File: config.mk
export PLATFORM = sky130hd
export DESIGN_NAME = alu_arbiter
export DESIGN_NICKNAME = d
export VERILOG_FILES = /design/src/rtl/alu_arbiter.sv
export SDC_FILE = /design/constraint.sdc
export NUM_CORES = 1
export LEC_CHECK = 0
export CORE_MARGIN = 8
export CORE_UTILIZATION = 36
export CTS_BUF_LIST = sky130_fd_sc_hd__clkbuf_2
export DETAILED_ROUTE_END_ITERATION = 8
export PLACE_DENSITY_LB_ADDON = 0.2
export SLEW_MARGIN = 15
export SYNTH_ARGS = -nofsm -noshare
export SYNTH_HDL_FRONTEND = slang
export SYNTH_SLANG_ARGS = --single-unit
File: constraint.sdc
create_clock -name clk -period 1.6 [get_ports clk]
set_clock_uncertainty 0.05 [all_clocks]
set_input_delay 0.24 -clock clk [delete_from_list [all_inputs] [get_ports clk]]
set_output_delay 0.24 -clock clk [all_outputs]
set_load 0.01 [all_outputs]
File: src/rtl/alu_arbiter.sv
// Round-robin arbiter sharing one combinational ALU between two requesters.
// Operands are registered in front of the ALU; the result returns as a one-cycle tagged strobe.
module alu_arbiter #(
  parameter bit PRIO_INIT = 1'b0
) (
  input  logic        clk,
  input  logic        rst_n,

  input  logic        req0_valid,
  input  logic [31:0] req0_a,
  input  logic [31:0] req0_b,
  input  logic [2:0]  req0_func,
  input  logic        req0_f7,
  output logic        req0_ready,

  input  logic        req1_valid,
  input  logic [31:0] req1_a,
  input  logic [31:0] req1_b,
  input  logic [2:0]  req1_func,
  input  logic        req1_f7,
  output logic        req1_ready,

  output logic [31:0] alu_value1,
  output logic [31:0] alu_value2,
  output logic [2:0]  alu_func_type,
  output logic        alu_f7_bit,
  input  logic [31:0] alu_result,

  output logic        rsp_valid,
  output logic        rsp_id,
  output logic [31:0] rsp_data,
  output logic        busy
);

  typedef enum logic [0:0] {StIdle, StExec} state_e;

  state_e      state_q, state_d;
  logic        last_grant_q;
  logic        id_q;
  logic        gnt0, gnt1;
  logic        accept0, accept1;

  // On a tie, the requester not granted last time wins.
  always_comb begin
    gnt0 = 1'b0;
    gnt1 = 1'b0;
    if (state_q == StIdle) begin
      if (req0_valid && req1_valid) begin
        gnt0 = last_grant_q;
        gnt1 = ~last_grant_q;
      end else begin
        gnt0 = req0_valid;
        gnt1 = req1_valid;
      end
    end
  end

  assign req0_ready = gnt0;
  assign req1_ready = gnt1;
  assign accept0    = req0_valid & gnt0;
  assign accept1    = req1_valid & gnt1;
  assign busy       = (state_q == StExec);

  always_comb begin
    state_d = state_q;
    unique case (state_q)
      StIdle: if (accept0 || accept1) state_d = StExec;
      StExec: state_d = StIdle;
      default: state_d = StIdle;
    endcase
  end

  always_ff @(posedge clk or negedge rst_n) begin
    if (!rst_n) begin
      state_q <= StIdle;
    end else begin
      state_q <= state_d;
    end
  end

  // Operand registers keep the last operation between requests.
  always_ff @(posedge clk or negedge rst_n) begin
    if (!rst_n) begin
      alu_value1    <= '0;
      alu_value2    <= '0;
      alu_func_type <= '0;
      alu_f7_bit    <= 1'b0;
      id_q          <= 1'b0;
      last_grant_q  <= ~PRIO_INIT;
    end else if (accept0) begin
      alu_value1    <= req0_a;
      alu_value2    <= req0_b;
      alu_func_type <= req0_func;
      alu_f7_bit    <= req0_f7;
      id_q          <= 1'b0;
      last_grant_q  <= 1'b0;
    end else if (accept1) begin
      alu_value1    <= req1_a;
      alu_value2    <= req1_b;
      alu_func_type <= req1_func;
      alu_f7_bit    <= req1_f7;
      id_q          <= 1'b1;
      last_grant_q  <= 1'b1;
    end
  end

  always_ff @(posedge clk or negedge rst_n) begin
    if (!rst_n) begin
      rsp_valid <= 1'b0;
      rsp_id    <= 1'b0;
      rsp_data  <= '0;
    end else if (state_q == StExec) begin
      rsp_valid <= 1'b1;
      rsp_id    <= id_q;
      rsp_data  <= alu_result;
    end else begin
      rsp_valid <= 1'b0;
    end
  end

endmodule

==> metrics.txt <==
result of the run=complete, but fails checks; violations in the final reports=setup timing; Critical Path Max Stage Delay=0.65 ns; synthesized netlist cell count=468; count of final hold-check violations=0; maximum level of the CTS H-tree=3; Critical R2R Launch=last_grant_q; data arrival time of the worst path=2.32 ns; number of max-cap violations=0; YS warnings=0; number of antenna violations at the first check in global routing=0; cell area after technology mapping=0.00491 mm^2; Critical Path Slowest Stage Cell=dfstp_2; FP Rows=42; number of storage elements in the synthesis netlist=105; worst-case clock buffer depth=2; detailed-route vias per instance=5.12; total setup violations reported at the end of the flow=69; overall overflow remaining after global route=0; series of cell instances along the critical path=nor2b_4 > buf_4 > bufbuf_16 > or3b_1 > a31oi_1; routed wire length per instance=18.9 um; endpoint class of the critical path=register; Worst Max-Slew Pin Slew=0.795 ns; clock period minus final worst setup slack=1.85 ns; pin count of the biggest net entering global routing=75; terminus of the critical flop-to-flop path=alu_value2[25]; highest achievable clock rate=541 MHz; final worst-path setup slack=-0.249 ns; Avg Cell Area, Syn=10.5 um^2; depth of the most critical reg-to-reg path=5; clock tree from TritonCTS=built; Inserted Clock Buffers=9; HPWL after detailed placement=12300 um; I/O pin total=277; worst-path maximum fanout=18; first-pass iteration count of the detailed router=4; Clock Latency Late Sink=0.58 ns; total of fill cells in the finished design=1175; power density over the cells=967 mW/mm^2; peak ir drop on the vdd network=515 uV; number of DRC violations after detailed-routing iteration 0=212; area added between synthesis and finish=62.8%; first-pass GRT wire length=27400 um; port buffer count=276; via total after detailed routing=4811; final sum of negative setup slack=-9.35 ns; final-report max-slew violation count=0; detailed-route DRC error count=0; number of global-route vias before repair=4947; Critical Path Start Type=register; Clock Sinks=105; static power due to leakage=3.34 nW; overall track demand over capacity in global routing=19.5%; height of the die=133 um; headroom to the max-slew limit=46.8%; number of unique standard cell types used by synthesis=19; synthesized net count=640; Worst Path Required=2.07 ns; worst hold path class=primary input to asynchronous set/reset pin; final worst path period share=116%; number of nets in the finished design=931; proportion of layout cells with a drive suffix above 1=27.7%; last weighted congestion value of the routability-driven placer=0.755; clock root buffer=clkbuf_2; remaining number of nets flagged by the antenna check after routing=0; category of the most critical setup path=register to register; sequential cell area fraction in the yosys report=53.6%; Core Box Area=0.0133 mm^2; die extent in x=133 um; post-layout power=7.73 mW; initial core utilization=36.9%; Antenna diodes=0; reg2reg setup slack=-0.25 ns; setup repair after global routing missed its margin=true; Total Routed Length=17800 um; clock-pin transition on the worst setup and hold timing paths=0.30 ns; DIE AREA=0.0176 mm^2; worst hold slack=0.0964 ns
[layout by cell type (no fill, tap or decap), types with 2 or more instances in the layout]
master	netlist	layout
a21o_1	2	2
a31oi_1	68	68
buf_12	0	5
buf_16	0	7
buf_2	2	100
buf_4	1	33
buf_6	5	4
bufbuf_16	0	2
clkbuf_16	0	2
clkbuf_2	0	12
clkdlybuf4s50_1	0	170
clkinv_2	0	2
dfrtp_1	104	104
dlygate4sd3_1	0	3
mux2_2	33	33
nor2_1	69	68
o21ai_0	68	67
or3b_1	66	66
or3b_2	2	2
[cell families after synthesis]
logic type,Yosys count,synth area share [%]
AOI/OAI and AO/OA,140,16.2
muxes,33,7.57
DFF,105,53.6
and+or+nand+nor,139,17.8
buffers and inverters,51,4.79
[worst max path at each step]
stage | start | cells past startpoint | slack (ns) | end
final | last_grant_q | 5 | -0.25 | alu_value2[25]
after global routing | last_grant_q | 3 | -0.32 | req0_ready
after CTS | last_grant_q | 3 | -0.31 | req0_ready
after detailed placement | req0_valid | 5 | -0.43 | alu_value1[15]
after global placement | req0_valid | 5 | -0.37 | alu_value1[15]
after floorplan | busy | 7 | -0.07 | alu_value1[14]
[cells in the mapped netlist]
cell type	n	area share (%)
buf_6	5	1.1
o21ai_0	68	6.9
a211oi_1	1	0.15
nor2b_1	1	0.13
a31oi_1	68	8.7
dfrtp_1	104	53
o21bai_1	1	0.15
or3b_2	2	0.36
or3b_1	66	12
buf_4	1	0.15
nor2_1	69	5.3
buf_1	4	0.31
mux2_2	33	7.6
nand2b_4	1	0.28
inv_1	2	0.15
a21o_1	2	0.31
dfstp_2	1	0.54
clkbuf_1	37	2.8
buf_2	2	0.20
[where the power goes]
group          internal, mW  switching [mW]
registers              3.19           0.274
clock network         0.359           0.907
logic                  1.58            1.42
[through the flow]
| step | area [um^2] | setup WS (ns) | util [%] | cells |
|---|---|---|---|---|
| 2_1_floorplan | 4910 | -0.0677 | - | 468 |
| 3_3_place_gp | 7920 | -0.370 | 59.6 | 891 |
| 3_5_place_dp | 7920 | -0.431 | 59.6 | 891 |
| 4_1_cts | 7930 | -0.307 | 59.6 | 934 |
| 5_1_grt | 7990 | -0.321 | 60.1 | 940 |
| 6_report | 7990 | -0.249 | 60.1 | 940 |
[area by class of cell]
| class | count | area, um^2 | area share, % |
|---|---|---|---|
| clock buffers | 9 | 45.0 | 0.564 |
| clock inverters | 7 | 68.8 | 0.862 |
| inverters | 2 | 20.0 | 0.251 |
| multi-input cells | 312 | 2060 | 25.8 |
| flip-flops and latches | 105 | 2630 | 32.9 |
| well taps | 176 | 220 | 2.76 |
| repair buffers | 329 | 2950 | 36.9 |
[worst max-delay path, delay by kind of cell, from the launching register on]
| kind | cells | cell delay [ns] |
|---|---|---|
| AO/OA/AOI/OAI | 1 | 0.16 |
| buffers and inverters | 2 | 0.49 |
| flip-flops | 1 | 0.65 |
| AND/OR/NAND/NOR | 2 | 0.42 |
[layer usage]
| layer | global-route usage (%) | wire length [um] |
|---|---|---|
| met1 | 22.6 | 7460 |
| met2 | 32.3 | 8330 |
| met3 | 7.04 | 1530 |
| met4 | 7.57 | 446 |
| met5 | 0 | 0 |
[registers in the layout (all words and copies together) (netlist names), 3 cells and up]
name           flops
alu_func_type      3
rsp_data          32
alu_value2        32
alu_value1        32
[what timing repair did]
action	in CTS	in global routing
endpoints found under the hold margin	104	0
gates cloned	6	2
endpoints found under the setup margin	148	78
pin swaps	8	24
resized for setup	426	10
hold buffers	3	0
setup buffers	19	4
Note: power is estimated with default switching activity, not from simulation.
